[config.mk]
export PLATFORM = sky130hd
export DESIGN_NAME = steer_en_datapath
export DESIGN_NICKNAME = d
export VERILOG_FILES = /design/src/rtl/steer_en_datapath.sv
export SDC_FILE = /design/constraint.sdc
export NUM_CORES = 1
export LEC_CHECK = 0
export BUFFER_PORTS_ARGS = -buffer_cell sky130_fd_sc_hd__buf_4
export CORE_MARGIN = 2
export CORE_UTILIZATION = 62
export DETAILED_ROUTE_END_ITERATION = 8
export PLACE_DENSITY = 0.91
export RECOVER_POWER = 50
export SYNTH_ARGS = -nofsm -noshare
export SYNTH_HDL_FRONTEND = slang
export SYNTH_SLANG_ARGS = --single-unit
export TNS_END_PERCENT = 50
[constraint.sdc]
create_clock -name clk -period 10.4 [get_ports clk]
set_input_delay 1.56 -clock clk [delete_from_list [all_inputs] [get_ports clk]]
set_output_delay 1.56 -clock clk [all_outputs]
set_load 0.01 [all_outputs]
[src/rtl/steer_en_datapath.sv]
// steer_en_datapath: load-cell front end for the steering-enable state machine.
// Captures left/right load-cell samples, produces registered rider-weight and
// imbalance qualifiers, and owns the settle timer and the sample-staleness watchdog.
module steer_en_datapath #(
  parameter bit          FAST_SIM     = 1'b0,
  parameter logic [11:0] MIN_RIDER_WT = 12'h200,
  parameter logic [11:0] HYSTERESIS   = 12'h040,
  parameter logic [19:0] STALE_CYC    = 20'hFFFFF
) (
  input  logic        clk,
  input  logic        rst,
  input  logic        ld_vld,
  input  logic [11:0] lft_ld,
  input  logic [11:0] rght_ld,
  input  logic        clr_tmr,
  output logic        tmr_full,
  output logic        sum_gt_min,
  output logic        sum_lt_min,
  output logic        diff_gt_1_4,
  output logic        diff_gt_15_16,
  output logic        ld_stale
);

  // Settle-timer terminal count: short in simulation, 1.3 s at 50 MHz otherwise.
  localparam logic [25:0] TERM   = FAST_SIM ? 26'd32767 : 26'd64_999_999;
  // Hysteresis band edges, widened to 13 bits so the sum compares never overflow.
  localparam logic [12:0] THR_HI = {1'b0, MIN_RIDER_WT} + {1'b0, HYSTERESIS};
  localparam logic [12:0] THR_LO = {1'b0, MIN_RIDER_WT} - {1'b0, HYSTERESIS};

  logic [11:0] lft_r;
  logic [11:0] rght_r;
  logic [19:0] stale_cnt_r;
  logic [25:0] tmr_cnt_r;

  logic [12:0] sum_s;
  logic [11:0] diff_s;
  logic [12:0] diff_ext_s;
  logic [19:0] stale_cnt_nxt_s;
  logic [25:0] tmr_cnt_nxt_s;
  logic        gt_nxt_s;
  logic        lt_nxt_s;
  logic        d14_nxt_s;
  logic        d1516_nxt_s;

  // Sum and absolute difference of the captured samples (larger minus smaller, no wrap).
  always_comb begin
    sum_s  = {1'b0, lft_r} + {1'b0, rght_r};
    diff_s = 12'h000;
    if (lft_r >= rght_r) begin
      diff_s = lft_r - rght_r;
    end else begin
      diff_s = rght_r - lft_r;
    end
    diff_ext_s = {1'b0, diff_s};
  end

  // Qualifier flags; a stale sample reads as "no rider, centred" so the SM backs off.
  always_comb begin
    gt_nxt_s    = 1'b0;
    lt_nxt_s    = 1'b1;
    d14_nxt_s   = 1'b0;
    d1516_nxt_s = 1'b0;
    if (ld_stale) begin
      gt_nxt_s    = 1'b0;
      lt_nxt_s    = 1'b1;
      d14_nxt_s   = 1'b0;
      d1516_nxt_s = 1'b0;
    end else begin
      gt_nxt_s    = (sum_s > THR_HI);
      lt_nxt_s    = (sum_s < THR_LO);
      d14_nxt_s   = (diff_ext_s > (sum_s >> 2));
      d1516_nxt_s = (diff_ext_s > (sum_s - (sum_s >> 4)));
    end
  end

  // Staleness counter: restarts on every valid sample, saturates at STALE_CYC.
  always_comb begin
    stale_cnt_nxt_s = stale_cnt_r;
    if (ld_vld) begin
      stale_cnt_nxt_s = 20'd0;
    end else if (stale_cnt_r < STALE_CYC) begin
      stale_cnt_nxt_s = stale_cnt_r + 20'd1;
    end else begin
      stale_cnt_nxt_s = stale_cnt_r;
    end
  end

  // Settle timer: clear has priority, otherwise count up and hold at terminal count.
  always_comb begin
    tmr_cnt_nxt_s = tmr_cnt_r;
    if (clr_tmr) begin
      tmr_cnt_nxt_s = 26'd0;
    end else if (tmr_cnt_r < TERM) begin
      tmr_cnt_nxt_s = tmr_cnt_r + 26'd1;
    end else begin
      tmr_cnt_nxt_s = tmr_cnt_r;
    end
  end

  // Sample capture registers, loaded only on the valid strobe.
  always_ff @(posedge clk or posedge rst) begin
    if (rst) begin
      lft_r  <= 12'h000;
      rght_r <= 12'h000;
    end else if (ld_vld) begin
      lft_r  <= lft_ld;
      rght_r <= rght_ld;
    end else begin
      lft_r  <= lft_r;
      rght_r <= rght_r;
    end
  end

  // Watchdog and timer state; stale/full flags track the next counter values.
  always_ff @(posedge clk or posedge rst) begin
    if (rst) begin
      stale_cnt_r <= 20'd0;
      ld_stale    <= 1'b0;
      tmr_cnt_r   <= 26'd0;
      tmr_full    <= 1'b0;
    end else begin
      stale_cnt_r <= stale_cnt_nxt_s;
      ld_stale    <= (stale_cnt_nxt_s == STALE_CYC);
      tmr_cnt_r   <= tmr_cnt_nxt_s;
      // A clear landing on terminal count keeps tmr_full low.
      tmr_full    <= (!clr_tmr) && (tmr_cnt_r == TERM);
    end
  end

  // Registered qualifier outputs, one edge behind the capture registers.
  always_ff @(posedge clk or posedge rst) begin
    if (rst) begin
      sum_gt_min    <= 1'b0;
      sum_lt_min    <= 1'b1;
      diff_gt_1_4   <= 1'b0;
      diff_gt_15_16 <= 1'b0;
    end else begin
      sum_gt_min    <= gt_nxt_s;
      sum_lt_min    <= lt_nxt_s;
      diff_gt_1_4   <= d14_nxt_s;
      diff_gt_15_16 <= d1516_nxt_s;
    end
  end

endmodule

==> flow_metrics.env, run 1 <==
export IMPL_synthArstFlopShare_pct=100
export IMPL_synthDistinctLibCells=69
export IMPL_overflow=0
export IMPL_layout_commonest_cell="dfrtp_1"
export IMPL_postSynthAreaPerCell_sq_um=8.68
export IMPL_route_detailed_drc=0
export IMPL_gp_congestion=0.860
export IMPL_cts_resized=0
export IMPL_final_cell_mix="dfrtp_1, nand2_1, ha_1, nor2_1, o21ai_0"
export IMPL_violations="capacitance limit, slew limit"
export IMPL_clk_pin_slew_ns=0.08
export IMPL_placementRows=36
export IMPL_synthCells=712
export IMPL_cp_end_kind="flip-flop"
export IMPL_arrival_ns=5.34
export IMPL_grt_use_total_pct=26.5
export IMPL_postRouteAntennaNets=0
export IMPL_ys_seq_area_share_pct=30.8
export IMPL_ir_drop_mv=0.0816
export IMPL_synth_nets=810
export IMPL_grt_pass1_vias=5206
export IMPL_stdcell_count=869
export IMPL_rsz0062_at_grt="no"
export IMPL_status="complete, but fails checks"
export IMPL_cts_buffers_inserted=9
export IMPL_drt_iter0_markers=275
export IMPL_io_buffers=33
export IMPL_coreArea_sq_mm=0.00973
export IMPL_fin_skew_ns=0.00775
export IMPL_setup_viol_count_final=0
export IMPL_post_cts_setup_buffers=0
export IMPL_cts_root_buf="clkbuf_8"
export IMPL_vias_per_cell=6.02
export IMPL_crit_path_max_incr_delay_ns=0.49
export IMPL_syn_cell_area_sq_mm=0.00618
export IMPL_routed_via_count=5229
export IMPL_antenna_found_initial=0
export IMPL_start_kind="flip-flop"
export IMPL_cts_buffer_depth=2
export IMPL_grt_pass1_wl_mm=23.7
export IMPL_ys_flop_type="dfrtp_1"
export IMPL_crit_type="reg -> reg"
export IMPL_die_width_microns=104
export IMPL_maxSlewViolCount=145
export IMPL_p_leak_nw=3.06
export IMPL_max_freq_mhz=197
export IMPL_slew_limit_headroom_pct=-162
export IMPL_wl_mm=13.7
export IMPL_min_period_ns=5.09
export IMPL_layout_drive_gt1_share_pct=9.38
export IMPL_die_h_microns=104
export IMPL_drt_pass1_iter_count=5
export IMPL_finalSetupTns_ns=0
export IMPL_worstPathRequired_ns=10.66
export IMPL_cp_max_fo=5
export IMPL_max_cap_viol_count=2
export IMPL_fp_dieArea_sq_mm=0.0108
export IMPL_synth_enable_flop_cells=0
export IMPL_yosys_warnings=0
export IMPL_worstPathCellList="inv_1 > ha_1 > nand2b_4 > a221o_1 > a21oi_1 > nor2_1 > xnor2_1 > inv_1 > fa_1 > nand2b_1 > o211a_1 > a2111oi_4 > a21oi_1 > xor2_1 > ha_1 > nand4_1 > nor2_1 > a211oi_1 > o21a_1 > nor4_1"
export IMPL_htree_levels=3
export IMPL_hp_class="reg -> reg"
export IMPL_ctsHoldBuffers=0
export IMPL_placed_cells=855
export IMPL_fin_nets=831
export IMPL_ios=34
export IMPL_clock_sinks=76
export IMPL_hpwlAfterDp_mm=10.3
export IMPL_area_delta_synth_final_pct=7.59
export IMPL_timing_final_crit_share_pct=48.9
export IMPL_cts_tree="built"
export IMPL_power_density_mw_per_mm2=187
export IMPL_slowest_stage="fa_1"
export IMPL_finalHoldViolCount=0
export IMPL_clk_latency_ns=0.35
export IMPL_detail_route_wl_per_cell_microns=15.7
export IMPL_grt_max_degree=77
export IMPL_synth_ff_latch_count=76
export IMPL_diodes=0
export IMPL_start_util_pct=63.5
export IMPL_worstMarginPinSlew_ns=3.93
## cell families after synthesis
group,synth area share (%)
muxes,1.70
buffers and inverters,4.82
adders and majority gates,15.0
xor gates and xnor gates,11.0
AOI/OAI and AO/OA,18.0
and+or+nand+nor,18.8
DFF,30.8
## state kept, by name, summed over array words and instances (netlist names)
name,count
rght_r,12
ld_stale,1
sum_lt_min,1
stale_cnt_r,20
sum_gt_min,1
tmr_cnt_r,26
lft_r,12
tmr_full,1
diff_gt_15_16,1
diff_gt_1_4,1
## final timing paths
path | startpoint | to | slack [ns] | depth (start not counted)
setup / recovery | lft_r[1] | diff_gt_15_16 | 5.31 | 20
hold / removal | tmr_cnt_r[25] | tmr_cnt_r[25] | 0.54 | 2
setup reg to reg | lft_r[1] | diff_gt_15_16 | 5.31 | 20
hold reg to reg | tmr_cnt_r[25] | tmr_cnt_r[25] | 0.54 | 2
max in group asynchronous | rst | stale_cnt_r[1] | 5.46 | 3
min in group asynchronous | rst | tmr_cnt_r[1] | 2.75 | 3
## per-stage QoR
step | total power (W) | hold slack (ns) | area [sq um] | worst slack [ns] | utilization (%)
floorplan | 0.000887 | 0.466 | 6180 | 5.84 | -
detailed placement | 0.00104 | 0.513 | 6500 | 5.38 | 66.8
finish | 0.00124 | 0.536 | 6650 | 5.31 | 68.3
global placement | 0.00101 | 0.482 | 6500 | 5.59 | 66.8
global route | 0.00134 | 0.557 | 6650 | 4.47 | 68.3
CTS | 0.00124 | 0.530 | 6660 | 5.34 | 68.4
## critical path: cells and delay by family, from the launching register on
kind | cells | cell delay [ns]
simple gates | 6 | 0.91
xor+xnor | 2 | 0.61
fa+ha+maj | 3 | 1.16
buf+inv | 2 | 0.33
compound gates | 7 | 1.53
flops | 1 | 0.44
## report_power, final
part	switching, W	leakage [nW]	internal (W)
sequential	0.0000116	1.00	0.000312
combinational	0.000416	1.99	0.000310
clock	0.000102	0.0783	0.0000903
total	0.000529	3.06	0.000712
## synthesized netlist by cell type (4+ instances only)
| master | instances | area [sq um] |
|---|---|---|
| mux2i_1 | 6 | 60.1 |
| nand2_1 | 69 | 259 |
| ha_1 | 66 | 826 |
| xnor2_2 | 5 | 81.3 |
| mux2_2 | 4 | 45.0 |
| o31ai_1 | 6 | 45.0 |
| xor2_1 | 37 | 324 |
| nor4_1 | 6 | 37.5 |
| nor2_1 | 63 | 236 |
| inv_1 | 50 | 188 |
| a211oi_1 | 5 | 37.5 |
| and3_1 | 12 | 75.1 |
| nor3_1 | 14 | 70.1 |
| nand4_1 | 9 | 56.3 |
| dfrtp_1 | 75 | 1880 |
| a31oi_1 | 5 | 31.3 |
| nor2b_1 | 4 | 25.0 |
| or3_1 | 10 | 62.6 |
| fa_1 | 4 | 80.1 |
| clkbuf_1 | 14 | 52.6 |
| and2_1 | 7 | 43.8 |
| o21ai_0 | 53 | 265 |
| nand3_1 | 21 | 105 |
| a21oi_1 | 49 | 245 |
| nand2b_1 | 5 | 31.3 |
| buf_2 | 7 | 35.0 |
| xnor2_1 | 31 | 272 |
| a21o_1 | 11 | 82.6 |
## cell type report
cell class	count	area, sq um
multi-input cells	560	3980
fillers	778	3080
flip-flops and latches	76	1900
repair buffers	35	251
inverters	51	191
well taps	133	166
clock buffers	12	145
clock inverters	2	12.5
## per-layer routing
| layer | track usage [%] | share of wire, % |
|---|---|---|
| met5 | 0 | 0 |
| met4 | 9.65 | 2.0 |
| met3 | 4.03 | 3.8 |
| met2 | 46.7 | 51 |
| met1 | 32.8 | 43 |
(Power assumes the default switching activity.)
==> run 2, diff against run 1 <==
Clock period 10.4 ns to 4.8 ns, I/O delays scaled along.
==> run 2 against run 1 <==
Effect of this change:
- the flow still finishes with violations (capacitance limit, slew limit)
- register-to-register slack lost 5.1 ns
- global-route usage grew 0.15 points
- non-clock buffer count grew 14
- utilization grew 1.4 points
- setup slack lost 5.1 ns
- power grew 130%
==> flow_metrics.env, run 2 (synthesized netlist as in run 1, its figures left out) <==
export IMPL_drt_iter0_markers=419
export IMPL_ir_drop_mv=0.260
export IMPL_top_register="tmr_cnt_r"
export IMPL_wl_mm=14.1
export IMPL_layout_commonest_cell="dfrtp_1"
export IMPL_cts_tree="built"
export IMPL_placementRows=36
export IMPL_finalPower_w=0.00282
export IMPL_reg2reg_from="lft_r[1]"
export IMPL_hp_class="reg -> reg"
export IMPL_slew_limit_headroom_pct=-61.0
export IMPL_n_fill_cell=738
export IMPL_final_area_sq_mm=0.00678
export IMPL_drt_pass1_iter_count=5
export IMPL_place_area_sq_mm=0.00655
export IMPL_grt_pass1_vias=5340
export IMPL_grt_use_total_pct=26.6
export IMPL_reg2reg_depth=20
export IMPL_crit_type="reg -> reg"
export IMPL_cp_endpoint="diff_gt_15_16"
export IMPL_fin_nets=845
export IMPL_vias_per_cell=5.99
export IMPL_antenna_found_initial=0
export IMPL_cp_end_kind="flip-flop"
export IMPL_rrSetupSlack_ns=0.20
export IMPL_status="complete, but fails checks"
export IMPL_overflow=0
export IMPL_arrival_ns=4.87
export IMPL_die_h_microns=104
export IMPL_critPathLaunch="lft_r[1]"
export IMPL_fin_skew_ns=0.00888
export IMPL_grt_pass1_wl_mm=24.0
export IMPL_detail_route_wl_per_cell_microns=16.0
export IMPL_start_kind="flip-flop"
export IMPL_start_util_pct=63.5
export IMPL_coreArea_sq_mm=0.00973
export IMPL_cts_buffers_inserted=9
export IMPL_postRouteAntennaNets=0
export IMPL_timing_final_crit_share_pct=95.8
export IMPL_diodes=0
export IMPL_ios=34
export IMPL_max_cap_viol_count=2
export IMPL_die_width_microns=104
export IMPL_hold_path_cell_count=2
export IMPL_clock_sinks=76
export IMPL_clk_latency_ns=0.36
export IMPL_worstMarginPinSlew_ns=2.42
export IMPL_min_period_ns=4.60
export IMPL_hpwlAfterDp_mm=10.5
export IMPL_layout_drive_gt1_share_pct=12.0
export IMPL_finalSetupTns_ns=0
export IMPL_utilization_pct=69.7
export IMPL_top_regs="tmr_cnt_r: 26 flops, stale_cnt_r: 20 flops"
export IMPL_final_cell_mix="dfrtp_1, nand2_1, nor2_1, ha_1, o21ai_0"
export IMPL_routed_via_count=5299
export IMPL_max_freq_mhz=217
export IMPL_htree_levels=3
export IMPL_route_detailed_drc=0
export IMPL_cts_buffer_depth=2
export IMPL_ctsHoldBuffers=0
export IMPL_clk_pin_slew_ns=0.08
export IMPL_setup_viol_count_final=0
export IMPL_finalHoldViolCount=0
export IMPL_timing_rr_end="diff_gt_15_16"
export IMPL_maxSlewViolCount=111
export IMPL_grt_max_degree=68
export IMPL_gp_congestion=0.889
export IMPL_p_leak_nw=3.12
export IMPL_violations="capacitance limit, slew limit"
export IMPL_worstPathRequired_ns=5.07
export IMPL_area_delta_synth_final_pct=9.74
export IMPL_power_density_mw_per_mm2=415
export IMPL_largest_reg_flops=26
export IMPL_cp_max_fo=4
export IMPL_fp_dieArea_sq_mm=0.0108
export IMPL_cts_root_buf="clkbuf_8"
export IMPL_io_buffers=33
run 2: cell count changes in the layout (fill, tap and decap cells not counted), sizes merged:
cell,previous run,this run
clkinvlp,1,0
buf,31,41
clkbuf,16,22
clkinv,1,2
run 2: stage by stage:
stage,setup WS (ns),std cells,hold slack (ns)
2_1_floorplan,0.243,712,0.466
3_3_place_gp,0.224,862,0.483
3_5_place_dp,0.0623,862,0.505
4_1_cts,0.0322,878,0.509
5_1_grt,-0.0354,885,0.571
6_report,0.201,885,0.524
run 2: repair_timing:
item / in CTS / in global routing
buffers inserted: 0 / 7
endpoints found under the hold margin: 0 / 0
endpoints found under the setup margin: 0 / 1
gates resized for setup: 0 / 11
run 2: where the power goes:
| group | internal [W] | total [W] | switching [W] |
|---|---|---|---|
| registers | 0.000676 | 0.000700 | 0.0000243 |
| logic | 0.000717 | 0.00167 | 0.000951 |
| clock network | 0.000215 | 0.000447 | 0.000232 |
| total | 0.00161 | 0.00282 | 0.00121 |
run 2: metal layers:
| layer | wire, microns | global-route usage [%] |
|---|---|---|
| met1 | 5940 | 31.4 |
| met2 | 7270 | 48.2 |
| met3 | 538 | 4.41 |
| met4 | 374 | 10.3 |
| met5 | 0 | 0 |
run 2: layout make-up:
cell class	instances	area (sq um)	share of cell area, %
clock buffers	14	163	2.40
clock inverters	2	10.0	0.148
inverters	51	191	2.82
multi-input cells	560	4000	59.1
flip-flops and latches	76	1900	28.1
well taps	133	166	2.45
repair buffers	49	342	5.04
run 2: how the worst min path moves through the flow:
stage	from	end
floorplan	tmr_cnt_r[25]	tmr_cnt_r[25]
global placement	tmr_cnt_r[25]	tmr_cnt_r[25]
detailed placement	tmr_cnt_r[25]	tmr_cnt_r[25]
CTS	rst	rght_r[3]
global route	rght_ld[10]	rght_r[10]
finish	tmr_cnt_r[25]	tmr_cnt_r[25]
run 2: critical path, stage by stage (launching register included):
cell	delay, ns
dfrtp_2	0.43
inv_2	0.11
ha_1	0.29
nand2b_4	0.16
a221o_1	0.33
a2111o_1	0.45
nand2_1	0.13
xnor2_2	0.09
ha_1	0.33
a21oi_1	0.15
and2_1	0.23
a2111oi_4	0.38
buf_4	0.19
a21oi_1	0.06
xor2_1	0.16
ha_1	0.30
nand4_1	0.13
nor2_1	0.13
a211oi_1	0.05
o21a_1	0.17
nor4_1	0.23
==> run 3, diff against run 2 <==
Settings changed: CELL_PAD_IN_SITES_DETAIL_PLACEMENT from default to 1, CELL_PAD_IN_SITES_GLOBAL_PLACEMENT from default to 2, CORE_UTILIZATION 62 to 39.
==> run 3 against run 2 <==
Effect of this change:
- highest routed layer unchanged
- global-route usage down 6.5 points
- the flow still finishes with violations (capacitance limit, slew limit)
- critical path depth unchanged
- utilization shrank 25 points
- wire length rose by 16%
- hold slack improved by 0.00092 ns
- maximum frequency increased by 1.3%
- largest power group unchanged
==> flow_metrics.env, run 3 (synthesized netlist as in run 1, its figures left out) <==
export IMPL_status="complete, but fails checks"
export IMPL_violations="capacitance limit, slew limit"
export IMPL_max_freq_mhz=220
export IMPL_gp_congestion=0.908
export IMPL_cts_tree="built"
export IMPL_grt_pass1_wl_mm=27.1
export IMPL_cts_buffers_inserted=9
export IMPL_finalHoldViolCount=0
export IMPL_placementRows=46
export IMPL_place_area_sq_mm=0.00670
export IMPL_n_fill_cell=1877
export IMPL_die_width_microns=130
export IMPL_wl_mm=16.4
export IMPL_fp_dieArea_sq_mm=0.0169
export IMPL_worstMarginPinSlew_ns=2.58
export IMPL_hp_class="reg -> reg"
export IMPL_cts_buffer_depth=2
export IMPL_max_cap_viol_count=3
export IMPL_grt_max_degree=68
export IMPL_layout_drive_gt1_share_pct=12.9
export IMPL_top_register="tmr_cnt_r"
export IMPL_final_area_sq_mm=0.00707
export IMPL_fin_nets=850
export IMPL_critPathLaunch="rght_r[0]"
export IMPL_drt_pass1_iter_count=4
export IMPL_utilization_pct=45.1
export IMPL_htree_levels=3
export IMPL_top_regs="tmr_cnt_r: 26 flops, stale_cnt_r: 20 flops"
export IMPL_maxSlewViolCount=147
export IMPL_holdPathEnd="tmr_cnt_r[25]"
export IMPL_cts_root_buf="clkbuf_16"
export IMPL_reg2reg_depth=20
export IMPL_ir_drop_mv=0.180
export IMPL_grt_pass1_vias=5634
export IMPL_crit_type="reg -> reg"
export IMPL_fin_skew_ns=0.00654
export IMPL_cp_max_fo=4
export IMPL_vias_per_cell=5.41
export IMPL_drt_iter0_markers=152
export IMPL_timing_rr_end="diff_gt_15_16"
export IMPL_detail_route_wl_per_cell_microns=16.8
export IMPL_ios=34
export IMPL_overflow=0
export IMPL_seq_area_sq_mm=0.00190
export IMPL_rrSetupSlack_ns=0.26
export IMPL_clk_pin_slew_ns=0.06
export IMPL_diodes=0
export IMPL_ctsHoldBuffers=0
export IMPL_worstPathRequired_ns=5.05
export IMPL_coreArea_sq_mm=0.0157
export IMPL_clock_sinks=76
export IMPL_arrival_ns=4.78
export IMPL_timing_final_crit_share_pct=94.6
export IMPL_area_delta_synth_final_pct=14.4
export IMPL_io_buffers=33
export IMPL_routed_via_count=5262
export IMPL_layout_commonest_cell="dfrtp_1"
export IMPL_clk_latency_ns=0.35
export IMPL_power_density_mw_per_mm2=436
export IMPL_reg2reg_from="rght_r[0]"
export IMPL_postRouteAntennaNets=0
export IMPL_min_from="tmr_cnt_r[25]"
export IMPL_hold_path_cell_count=2
export IMPL_grt_use_total_pct=20.1
export IMPL_multiInputGateArea_sq_mm=0.00403
export IMPL_start_kind="flip-flop"
export IMPL_start_util_pct=39.5
export IMPL_largest_reg_flops=26
export IMPL_p_leak_nw=3.19
export IMPL_slew_limit_headroom_pct=-72.0
export IMPL_route_detailed_drc=0
export IMPL_hpwlAfterDp_mm=12.8
export IMPL_die_h_microns=130
export IMPL_cp_end_kind="flip-flop"
export IMPL_min_period_ns=4.54
export IMPL_final_cell_mix="dfrtp_1, nand2_1, nor2_1, ha_1, o21ai_0"
export IMPL_setup_viol_count_final=0
export IMPL_antenna_found_initial=0
-- run 3: cell count changes in the layout (fill, tap and decap cells not counted), sizes merged --
cell      before  now
buf           41   46
clkbuf        22   19
clkinvlp       0    3
clkinv         2    0
bufinv         0    1
inv           51   52
-- run 3: critical path, stage by stage, from the launching register on --
cell	delay, ns
dfrtp_1	0.38
ha_2	0.24
inv_1	0.07
fa_2	0.38
o21bai_4	0.17
a21oi_1	0.10
xnor2_1	0.23
inv_1	0.12
ha_1	0.23
fa_2	0.36
nand2b_1	0.18
o211a_1	0.25
a2111oi_4	0.41
a21oi_2	0.10
xor2_1	0.16
ha_1	0.31
nand4_1	0.13
nor2_1	0.13
a211oi_1	0.06
o21a_1	0.18
nor4_2	0.25
-- run 3: worst max-delay path by stage --
stage,slack (ns),end,depth (start not counted)
after floorplan,0.24,diff_gt_15_16,20
after global placement,0.15,diff_gt_15_16,20
after detailed placement,-0.05,diff_gt_15_16,20
after CTS,0.06,diff_gt_15_16,20
after global routing,-0.04,diff_gt_15_16,20
final,0.26,diff_gt_15_16,20
-- run 3: routing by layer --
metal,vias to the layer above,share of wire [%],track usage [%]
met5,-,0,0
met3,23,1.7,3.36
li1,2570,-,-
met1,2623,44,24.2
met2,46,52,36.1
met4,0,1.8,7.15
-- run 3: cell type report --
cell class / count / area share (%)
inverters: 51 / 2.71
repair buffers: 54 / 5.36
flip-flops and latches: 76 / 26.9
well taps: 216 / 3.82
multi-input cells: 560 / 57.0
clock buffers: 11 / 3.29
clock inverters: 5 / 0.867
-- run 3: power breakdown --
group | leakage, nW | internal (W) | total [W] | switching, W
Sequential | 1.00 | 0.000676 | 0.000700 | 0.0000239
Clock | 0.132 | 0.000405 | 0.000682 | 0.000278
Combinational | 2.06 | 0.000730 | 0.00170 | 0.000965
Total | 3.19 | 0.00181 | 0.00308 | 0.00127
-- run 3: repair_timing --
item	4_1_cts	5_1_grt
buffers inserted	1	5
setup endpoints to repair	1	1
resized for setup	1	12
pin swaps	1	5
-- run 3: stage by stage --
step / instances / TNS [ns] / hold WS, ns / setup WS (ns) / power, W
6_report: 973 / 0 / 0.525 / 0.261 / 0.00308
5_1_grt: 973 / -0.0371 / 0.529 / -0.0371 / 0.00332
4_1_cts: 968 / 0 / 0.524 / 0.0649 / 0.00307
3_5_place_dp: 951 / -0.0500 / 0.515 / -0.0500 / 0.00236
3_3_place_gp: 951 / 0 / 0.482 / 0.155 / 0.00229
2_1_floorplan: 712 / 0 / 0.466 / 0.243 / 0.00192
